==> config.mk <==
export PLATFORM = sky130hd
export DESIGN_NAME = fifo_wr_ctrl
export DESIGN_NICKNAME = d
export VERILOG_FILES = /design/src/rtl/fifo_pkg.sv /design/src/rtl/fifo_wr_ctrl_sync.sv /design/src/rtl/fifo_wr_ctrl.sv
export SDC_FILE = /design/constraint.sdc
export NUM_CORES = 1
export LEC_CHECK = 0
export CAP_MARGIN = 20
export CORE_ASPECT_RATIO = 1.75
export CORE_MARGIN = 1
export CORE_UTILIZATION = 42
export DETAILED_ROUTE_END_ITERATION = 8
export GPL_ROUTABILITY_DRIVEN = 0
export PLACE_DENSITY = 0.73
export SYNTH_ARGS = -nofsm -noshare
export SYNTH_HDL_FRONTEND = slang
export SYNTH_SLANG_ARGS = --single-unit
export TNS_END_PERCENT = 10
==> constraint.sdc <==
create_clock -name wr_clk -period 2.6 [get_ports wr_clk]
set_clock_uncertainty 0.2 [all_clocks]
set_input_delay 0.26 -clock wr_clk [delete_from_list [all_inputs] [get_ports wr_clk]]
set_output_delay 0.26 -clock wr_clk [all_outputs]
set_load 0.1 [all_outputs]
==> src/rtl/fifo_pkg.sv <==
// Shared helpers for the async FIFO pointer logic: Gray/binary conversion and depth.
// Latency: pure functions, no state.
// Backpressure: not applicable; used by both write- and read-domain controllers.
package fifo_pkg;

    // Widest pointer the helpers handle; callers zero-extend narrower pointers.
    localparam int PTR_MAX_W = 32;

    // Number of RAM entries addressed by aw address bits.
    function automatic int fifo_depth(input int aw);
        return 1 << aw;
    endfunction

    // Binary to Gray over the low w bits; bits above w come back as zero.
    function automatic logic [PTR_MAX_W-1:0] bin2gray(input logic [PTR_MAX_W-1:0] b,
                                                      input int w);
        logic [PTR_MAX_W-1:0] m;
        m = b;
        for (int i = 0; i < PTR_MAX_W; i++) begin
            if (i >= w) m[i] = 1'b0;
        end
        return m ^ (m >> 1);
    endfunction

    // Gray to binary over the low w bits; each binary bit is the XOR of all Gray bits at or above it.
    function automatic logic [PTR_MAX_W-1:0] gray2bin(input logic [PTR_MAX_W-1:0] g,
                                                      input int w);
        logic [PTR_MAX_W-1:0] m;
        logic [PTR_MAX_W-1:0] b;
        m = g;
        for (int i = 0; i < PTR_MAX_W; i++) begin
            if (i >= w) m[i] = 1'b0;
        end
        b[PTR_MAX_W-1] = m[PTR_MAX_W-1];
        for (int i = PTR_MAX_W - 2; i >= 0; i--) begin
            b[i] = b[i+1] ^ m[i];
        end
        return b;
    endfunction

endpackage

==> src/rtl/fifo_wr_ctrl_sync.sv <==
// Multi-flop synchroniser chain with synchronous reset, for Gray pointers crossing clock domains.
// Latency: STAGES destination-clock edges from d to q.
// Backpressure: none; samples every edge.
module sync_nff #(
    parameter int WIDTH  = 5,
    parameter int STAGES = 2
) (
    input  logic             clk,
    input  logic             rst,
    input  logic [WIDTH-1:0] d,
    output logic [WIDTH-1:0] q,
    output logic [WIDTH-1:0] q_nxt
);

    logic [WIDTH-1:0] stage [STAGES];

    // Shift the asynchronous input through the chain; reset clears every stage.
    always_ff @(posedge clk) begin
        if (rst) begin
            for (int i = 0; i < STAGES; i++) stage[i] <= '0;
        end else begin
            stage[0] <= d;
            for (int i = 1; i < STAGES; i++) stage[i] <= stage[i-1];
        end
    end

    assign q     = stage[STAGES-1];
    // Value the last stage captures on the coming edge, so consumers can register flags without extra delay.
    assign q_nxt = stage[STAGES-2];

endmodule

==> src/rtl/fifo_wr_ctrl.sv <==
// Async FIFO write-domain controller: write pointer, synchronised read pointer, full/almost_full/level/overflow.
// Latency: wr_ack combinational; flags registered on the accepting edge; read-side changes seen SYNC_STAGES edges later.
// Backpressure: wr_ack drops while full; a refused write sets sticky overflow until cleared.
module fifo_wr_ctrl
    import fifo_pkg::*;
#(
    parameter int ADDR_WIDTH  = 4,
    parameter int SYNC_STAGES = 2,
    parameter int AF_MARGIN   = 2
) (
    input  logic                  wr_clk,
    input  logic                  wr_rst,
    input  logic                  wr_en,
    input  logic                  clr_overflow,
    input  logic [ADDR_WIDTH:0]   rd_gray_ptr,
    output logic                  wr_ack,
    output logic [ADDR_WIDTH-1:0] wr_addr,
    output logic [ADDR_WIDTH:0]   wr_gray_ptr,
    output logic                  full,
    output logic                  almost_full,
    output logic [ADDR_WIDTH:0]   wr_level,
    output logic                  overflow
);

    localparam int PW    = ADDR_WIDTH + 1;
    localparam int DEPTH = fifo_depth(ADDR_WIDTH);
    localparam logic [PW-1:0] AF_THRESH = PW'(DEPTH - AF_MARGIN);

    logic [PW-1:0] wbin;
    logic [PW-1:0] wgray;
    logic [PW-1:0] wbin_nxt;
    logic [PW-1:0] wgray_nxt;
    logic [PW-1:0] rq_gray;
    logic [PW-1:0] rq_gray_nxt;
    logic [PW-1:0] rq_bin_nxt;
    logic [PW-1:0] level_nxt;
    logic          full_nxt;
    logic          af_nxt;

    // Read pointer stays in Gray until it has crossed into this domain.
    sync_nff #(
        .WIDTH  (PW),
        .STAGES (SYNC_STAGES)
    ) u_rq_sync (
        .clk   (wr_clk),
        .rst   (wr_rst),
        .d     (rd_gray_ptr),
        .q     (rq_gray),
        .q_nxt (rq_gray_nxt)
    );

    assign wr_ack = wr_en && !full;

    // Next-state pointer and flags use the read pointer the synchroniser presents on this edge,
    // so a write and a read-side update in the same cycle are both reflected immediately.
    always_comb begin
        wbin_nxt   = wbin + {{ADDR_WIDTH{1'b0}}, wr_ack};
        wgray_nxt  = PW'(bin2gray(PTR_MAX_W'(wbin_nxt), PW));
        rq_bin_nxt = PW'(gray2bin(PTR_MAX_W'(rq_gray_nxt), PW));
        level_nxt  = wbin_nxt - rq_bin_nxt;
        full_nxt   = (wgray_nxt == {~rq_gray_nxt[PW-1:PW-2], rq_gray_nxt[PW-3:0]});
        af_nxt     = (level_nxt >= AF_THRESH);
    end

    // Pointer and status registers; reset overrides any write in flight.
    always_ff @(posedge wr_clk) begin
        if (wr_rst) begin
            wbin        <= '0;
            wgray       <= '0;
            full        <= 1'b0;
            almost_full <= 1'b0;
            wr_level    <= '0;
        end else begin
            wbin        <= wbin_nxt;
            wgray       <= wgray_nxt;
            full        <= full_nxt;
            almost_full <= af_nxt;
            wr_level    <= level_nxt;
        end
    end

    // Sticky overflow: a refused write wins over a same-cycle clear.
    always_ff @(posedge wr_clk) begin
        if (wr_rst)              overflow <= 1'b0;
        else if (wr_en && full)  overflow <= 1'b1;
        else if (clr_overflow)   overflow <= 1'b0;
    end

    assign wr_addr     = wbin[ADDR_WIDTH-1:0];
    assign wr_gray_ptr = wgray;

endmodule

* Word-level counts from Yosys, hierarchy flattened *
Memories as Yosys holds them, arrays and structs flattened.
Cells that the tools add are included.

cells by class
  muxes and demuxes = 7
  eq/ne operators = 1
  add/subtract/negate cells = 2
  reductions and logical operators = 4
  bitwise gates (word level) = 8
  $lt $le $gt $ge = 1

operator list
  kind                                                                                 number
  5-bit two-way mux                                                                    2
  5-bit by 1-bit adder with 5-bit output                                               1
  5-bit == test                                                                        1
  5-bit by 4-bit greater-or-equal comparator with 1-bit output, second input constant  1
  1-bit two-way mux                                                                    5
  5-bit subtractor                                                                     1
  5-bit by 4-bit XOR with 5-bit output                                                 1
  1-bit XOR                                                                            4
  1-bit logical AND                                                                    2
  2-bit inverter                                                                       1
  1-bit OR                                                                             2
  2-bit nonzero test                                                                   1
  1-bit logical NOT                                                                    1

storage, ports and cells
  bits in writable memories = 10
  output and inout port bits = 18
  register bits = 18
  memories kept = 1

memories
  name             depth  bits a word  rd ports  clocked after memory_dff  wr ports  line                     source
  u_rq_sync.stage  2      5            1         0                         2         fifo_wr_ctrl_sync.sv:15  logic [WIDTH-1:0] stage [STAGES];

* Depth between registers and ports, before layout *
Gate-level depths: netlist (run 1).

  depth after elaboration = 6
  mapped depth = 11
  mapped depth without buffers = 11

* Hierarchy *
A second synthesis (run 1) with hierarchy kept.

unflattened totals
  cell total of the unflattened synthesis = 119
  area total of the unflattened synthesis = 1212.4 µm²

modules (own cells, without submodules)
  module        times used  cells each  area an instance (µm²)
  fifo_wr_ctrl  1           99          949.7
  sync_nff      1           20          262.8

* Worst setup path after synthesis (run 1) *
No wires, ideal clock.

  path type = register to register
  from = register full
  to = register wr_level[3]
  period minus slack after synthesis = 4.394 ns
  setup slack = -1.794 ns
  setup time = 0.116 ns
  stages on the path, launching flop included = 10
  buffers on the path = 0
  arrival time = 4.078 ns
  data required time = 2.284 ns
  path through = dfxtp_1 -> nor2b_1 -> ha_1 -> xnor2_1 -> inv_1 -> ha_1 -> nor2b_1 -> o21a_1 -> or3_1 -> and3b_1

between the ends
  cells in the longest elaborated chain, start to end = 4

ends and longest elaborated chain
  what                                    line                source
  start, declared                         fifo_wr_ctrl.sv:19  output logic full,
  start signal, assigned                  fifo_wr_ctrl.sv:76  full <= full_nxt;
  1-bit logical NOT                       fifo_wr_ctrl.sv:52  assign wr_ack = wr_en && !full;
  1-bit logical AND                       fifo_wr_ctrl.sv:52
  via wr_ack                              fifo_wr_ctrl.sv:16  output logic wr_ack,
  5-bit by 1-bit adder with 5-bit output  fifo_wr_ctrl.sv:57  wbin_nxt = wbin + {{ADDR_WIDTH{1'b0}}, wr_ack};
  via wbin_nxt[1]                         fifo_wr_ctrl.sv:31  logic [PW-1:0] wbin_nxt;
  5-bit subtractor                        fifo_wr_ctrl.sv:60  level_nxt = wbin_nxt - rq_bin_nxt;
  end signal, assigned                    fifo_wr_ctrl.sv:78  wr_level <= level_nxt;
  end, declared                           fifo_wr_ctrl.sv:21  output logic [ADDR_WIDTH:0] wr_level,

The timed path passes the listed nets, and every way through them passes these cells.
A chain may end at the register's enable or synchronous reset.

* Final worst setup path (run 1) *
  from = memory u_rq_sync.stage[0][3]
  to = register wr_level[3]

between the ends
  cells in the longest elaborated chain, start to end = 6

ends and longest elaborated chain
  what                     line                     source
  start, declared          fifo_wr_ctrl_sync.sv:15
  memory read 2 x 5 bit *  n/a
  1-bit XOR *              fifo_pkg.sv:36           b[i] = b[i+1] ^ m[i];
  1-bit XOR (3 in series)  fifo_pkg.sv:36
  5-bit subtractor *       fifo_wr_ctrl.sv:60

Mark *: on every way between the ends. The rest lies on a longest branch, timed or not.

==> results.md, run 1 <==
- Max-cap violations: 0
- Hold_buf cts: 0
- Vias: 838
- Post-Syn Area: 1050 um2
- Netlist cell types: 29
- Htree depth: 1
- Routed len/inst: 12.0 um
- CTS tree: built
- Finished Cell Area: 1540 um2
- Crit path capture type: flip-flop
- Fin Hold WS: about 0.28 ns
- Seq cells post-synth: 22
- Full die area: 2710 um2
- Ports: 27
- Worst EP arrival: 2.53 ns
- WP data required: 2.55 ns
- Layout cells sized above 1: 35.1%
- Async SR Flop Fraction: 0%
- Post-synth top area share: 42.0%
- Routed WL: 2.11 mm
- Post-synth top cells: 22 x dfxtp_1, 14 x nor2_1, 14 x xnor2_1, 9 x xor2_1, 8 x nor2b_1
- Layout Nets: 168
- Top cells by area, synth: dfxtp_1 42%, xnor2_1 12%, xor2_1 7.5%
- Worst setup margin: 0.0254 ns
- Highest fanout seen on the critical path: 2
- Kind of critical path: flip-flop to flip-flop
- Maximum clock path buffer count: 2
- CTS root buf: clkbuf_8
- EDFF count, synth: 0
- Final Cycle Share: about 100%
- Slew HR: between 70 and 80%
- Drt via density: about 4.8
- CP delay by family, top: XOR/XNOR gates
- Crit-path max cell delay: about 0.34 ns
- Syn_area_per_cell: approximately 9.5 um2
- Hold WC Path Type: flip-flop to flip-flop
- RSZ-0062 raised after global routing: yes
- Residual DRC: 0
- Max Slew Vio Count: 0
- Final hold vios: 0
- Placed inst area: 1440 um2
- Filler cell count: between 150 and 200
- Setup crit start kind: flip-flop
- Global-route wire length before repair: about 3.3 mm
- CP max stage cell: dfxtp_2
- Initial core utilization: 45.0%
- Initial drt markers: 10
- Area leader, netlist: dfxtp_1
- Leakage: 0.701 nW
- Peak VDD IR: 0.455 mV
- Top FF cell, synth: dfxtp_1
- CP Cell Sequence: xnor2_2 > xor2_1 > xor2_1 > buf_4 > buf_4 > ha_1 > nor2b_1 > o21a_1 > or3_1 > and3b_1
- Final setup TNS: 0 ns
- Overall global routing resource usage: between 15 and 20%
- FP Rows: 23
- PD cells: 743 nW/um2
- Final setup vio count: 0
- Post-route ant nets: 0
- Detailed Routing Iterations Pass 1: 4
- Most common cell in the netlist: dfxtp_1
- Port Buffers: 26
- Placement Setup Slack: -0.162 ns
- Antenna Cells: 0
- Synth Instances: 110
- Worst-Skew Late Latency: 0.26 ns
- Yosys warns: 0
- Design Power: 1.14 mW
- FMAX: 388 MHz
- Outcome: finished clean
- Die width: 39.8 um
- Initial antenna violation count: 0
- Largest net degree at the start of global routing: 14
- Mapped Nets: 126
- Post-DP HPWL: 1.57 mm
- Worst slew pin tran: 0.436 ns
- GR Overflow Total: 0
- Core footprint: 2330 um2
- Clock Sinks: 22
- Reg clk slew, reported paths: ~0.080 ns
- Number of global-route vias before repair: 798
- Post-synthesis sequential area ratio: between 40% and 50%
- Total CTS buffers: 3
- DIE HEIGHT: about 68 um
- Buf/Inv on CP: 2
- Tmin final: 2.57 ns
- Layout Area Growth over Synthesis: 46.2%
[cell usage in the layout, fill, tap and decap left out, types with 2 or more instances in the layout]
cell,n
ha_1,3
nor2b_1,7
xnor2_1,12
buf_4,32
clkdlybuf4s50_1,8
nand3_1,2
o21ai_0,2
dfxtp_2,3
nor2_1,14
ha_4,2
xor2_1,8
clkbuf_8,4
nand2_1,2
a21oi_1,4
inv_1,6
dfxtp_1,18
[per-layer routing]
metal	up-vias	wire length [um]	track usage [%]
li1	433	-	-
met5	-	0	0
met3	2	81	2.92
met1	376	791	18.3
met4	0	18	9.05
met2	27	1220	32.6
[per-stage QoR]
stage,util [%],cells
after global placement,61.7,169
final,65.9,176
after detailed placement,61.7,169
after CTS,64.7,174
after floorplan,-,110
after global routing,65.9,176
[worst register-to-register path: stages, from the launching register on]
cell,delay (ns)
dfxtp_2,0.34
xnor2_2,0.18
xor2_1,0.24
xor2_1,0.25
buf_4,0.15
buf_4,0.10
ha_1,0.21
nor2b_1,0.13
o21a_1,0.17
or3_1,0.32
and3b_1,0.19
[worst paths after layout]
kind,startpoint,to,slack (ns),cells past startpoint
max,u_rq_sync.stage[0][3],wr_level[3],0.03,10
min,overflow,overflow,0.28,2
max reg2reg,u_rq_sync.stage[0][3],wr_level[3],0.03,10
min reg2reg,overflow,overflow,0.28,2
[area by class of cell]
cell class	count	area [um2]	share of cell area [%]
Sequential cell	22	448	29.2
Timing Repair Buffer	41	340	22.2
Tap cell	25	31.3	2.04
Clock buffer	4	55.1	3.59
Multi-Input combinational cell	77	634	41.3
Inverter	7	26.3	1.71
[cell families (layout without fill, tap and decap cells)]
group,after synthesis,in the layout,share of synthesized area (%)
simple gates,37,37,19.6
buf+inv,11,52,4.77
xor+xnor,23,23,19.2
compound gates,10,10,5.48
flops,22,22,42.0
fa+ha+maj,7,7,9.06
[where the power goes]
part / switching (mW) / internal, mW / leakage, nW / total (mW)
Sequential: 0.0196 / 0.372 / 0.183 / 0.391
Clock: 0.105 / 0.135 / 0.0288 / 0.240
Combinational: 0.341 / 0.168 / 0.489 / 0.509
Total: 0.466 / 0.675 / 0.701 / 1.14
[registers in the layout, indices dropped and copies added, names as in the netlist]
register	flops
wr_gray_ptr	5
u_rq_sync.stage	5
overflow	1
full	1
wbin	4
wr_level	5
almost_full	1
[timing repair]
| item | 4_1_cts | 5_1_grt |
|---|---|---|
| setup endpoints to repair | 2 | 3 |
| pin swaps | 2 | 9 |
| gates resized for setup | 1 | 6 |
| buffers inserted | 1 | 2 |
Note: power is estimated with default switching activity, not from simulation.
==> run 2, diff against run 1 <==
Settings changed: CORE_ASPECT_RATIO 1.75 to 0.8.
==> run 2 against run 1 <==
Compared with the run above: the run now ends with DRC left; register-to-register slack worse by 0.02 ns; critical path depth stayed put; highest routed layer unchanged; critical endpoint unchanged; worst setup slack worse by 0.018 ns; sequential power hardly changed; count of clock-buffer cells in the layout stayed put; combinational power is 4.3% higher; first-iteration DRC count is 80% higher; largest power group unchanged; hold slack better by 0.0058 ns; fmax is 0.68% lower; non-clock buffer count is 1 higher.
==> results.md, run 2 (same netlist as run 1, synthesis figures left out) <==
- CTS tree: built (unchanged)
- Layout cells sized above 1: 34.9% (was 35.1%)
- Antenna Cells: 0 (unchanged)
- Routed len/inst: 12.0 um (about the same)
- Max-cap violations: 0 (unchanged)
- Post-layout util: 67.6% (was 65.9%)
- Worst setup margin: 0.00772 ns (was 0.0254 ns)
- FMAX: 386 MHz (was 388 MHz)
- Crit path capture type: flip-flop (unchanged)
- Post-route ant nets: 0 (unchanged)
- GR Overflow Total: 0 (unchanged)
- RSZ-0062 raised after global routing: yes (unchanged)
- Initial core utilization: 46.6% (was 45.0%)
- Most frequent cells in the layout: 33 x buf_4, 19 x dfxtp_1, 14 x nor2_1 (was 32 x buf_4, 18 x dfxtp_1, 14 x nor2_1)
- Post-DP HPWL: 1.61 mm (was 1.57 mm)
- Initial drt markers: 18 (was 10)
- Worst-Skew Late Latency: 0.31 ns (was 0.26 ns)
- Die width: 57.9 um (was 39.8 um)
- Full die area: 2700 um2 (was 2710 um2)
- Clock Sinks: 22 (unchanged)
- Port Buffers: 26 (unchanged)
- Max Slew Vio Count: 0 (unchanged)
- Final hold vios: 0 (unchanged)
- Residual DRC: 2 (was 0)
- DIE HEIGHT: 46.7 um (was 68.1 um)
- Drt via density: 4.76 (about the same)
- Routed WL: 2.13 mm (was 2.11 mm)
- Layout Area Growth over Synthesis: 45.1% (was 46.2%)
- Highest fanout seen on the critical path: 2 (unchanged)
- Initial antenna violation count: 0 (unchanged)
- Number of global-route vias before repair: 782 (was 798)
- Layout Nets: 169 (was 168)
- FP Rows: 15 (was 23)
- Largest net degree at the start of global routing: 13 (was 14)
- Outcome: complete, but fails checks (was finished clean)
- Commonest non-fill, non-tap cell in the layout: buf_4 (unchanged)
- Fin Hold WS: 0.289 ns (was 0.283 ns)
- Post-placement cell count: 170 (was 169)
- Peak VDD IR: 0.259 mV (was 0.455 mV)
- Setup crit start kind: flip-flop (unchanged)
- Reg clk slew, reported paths: 0.13 ns (was 0.08 ns)
- Slew HR: 71.1% (was 70.9%)
- Placed inst area: 1450 um2 (was 1440 um2)
- Htree depth: 1 (unchanged)
- Hold WC Path Type: flip-flop to flip-flop (unchanged)
- Worst EP arrival: 2.62 ns (was 2.53 ns)
- Core footprint: 2250 um2 (was 2330 um2)
- Overall global routing resource usage: 16.5% (was 17.9%)
- Vias: 843 (was 838)
- Filler cell count: 189 (was 191)
- Global-route wire length before repair: 3.22 mm (was 3.33 mm)
- Leakage: 0.698 nW (was 0.701 nW)
- Tmin final: 2.59 ns (was 2.57 ns)
- Kind of critical path: flip-flop to flip-flop (unchanged)
- Final setup vio count: 0 (unchanged)
- Ports: 27 (unchanged)
- Non-Filler Instances: 177 (was 176)
- PD cells: 728 nW/um2 (was 743 nW/um2)
- CTS root buf: clkbuf_4 (was clkbuf_8)
- Total CTS buffers: 3 (unchanged)
- Final Cycle Share: 99.7% (was 99.0%)
- Hold_buf cts: 0 (unchanged)
- Failing checks: DRC
- WP data required: 2.62 ns (was 2.55 ns)
- Placement Setup Slack: -0.174 ns (was -0.162 ns)
- Maximum clock path buffer count: 2 (unchanged)
- Detailed Routing Iterations Pass 1: 6 (was 4)
- Finished Cell Area: 1520 um2 (was 1540 um2)
- Worst slew pin tran: 0.433 ns (was 0.436 ns)
==> run 2: changes by cell type in the layout (fill, tap and decap cells not counted), sizes merged <==
cell,delta
buf,+1
==> run 2: worst max-delay path, cell delays in order, from the launching register on <==
cell and delay (ns):
dfxtp_2 0.35, xnor2_2 0.18, xor2_1 0.23, xor2_1 0.25
buf_4 0.15, buf_4 0.10, ha_1 0.21, nor2b_1 0.13
o21a_1 0.17, or3_1 0.33, and3b_1 0.19
==> run 2: repair_timing <==
item                                   in CTS  in global routing
pin swaps                                   3                 10
endpoints found under the hold margin       0                  0
setup endpoints to repair                   2                  4
buffers inserted                            1                  2
resized for setup                           4                  2
==> run 2: where the power goes <==
group	internal (mW)	leakage (nW)	switching, mW
Clock	0.0856	0.0210	0.102
Sequential	0.371	0.183	0.0187
Combinational	0.179	0.494	0.352
==> run 2: final timing paths <==
check / cells past startpoint / slack [ns] / from / to
worst min register to register: 2 / 0.29 / overflow / overflow
worst max register to register: 10 / 0.008 / u_rq_sync.stage[0][3] / wr_level[3]
worst min-delay path: 2 / 0.29 / overflow / overflow
worst max-delay path: 10 / 0.008 / u_rq_sync.stage[0][3] / wr_level[3]
==> run 2: per-layer routing <==
| layer | GRT usage, % | part of all wire [%] |
|---|---|---|
| met5 | 0 | 0 |
| met4 | 4.29 | 0.61 |
| met3 | 5.90 | 4.2 |
| met2 | 29.4 | 49 |
| met1 | 19.2 | 46 |
==> run 2: cell type report <==
class | instances | area, um2 | share of cell area, %
flip-flops and latches | 22 | 447 | 29.3
clock buffers | 4 | 36.3 | 2.38
repair buffers | 42 | 348 | 22.8
inverters | 7 | 26.3 | 1.73
multi-input cells | 77 | 634 | 41.7
well taps | 25 | 31.3 | 2.05
==> run 2: stage by stage <==
stage | total power [mW] | setup TNS, ns
6_report | 1.11 | 0
5_1_grt | 1.17 | -0.275
4_1_cts | 1.11 | 0
3_5_place_dp | 0.908 | -0.391
3_3_place_gp | 0.900 | -0.288
2_1_floorplan | 0.774 | -0.857
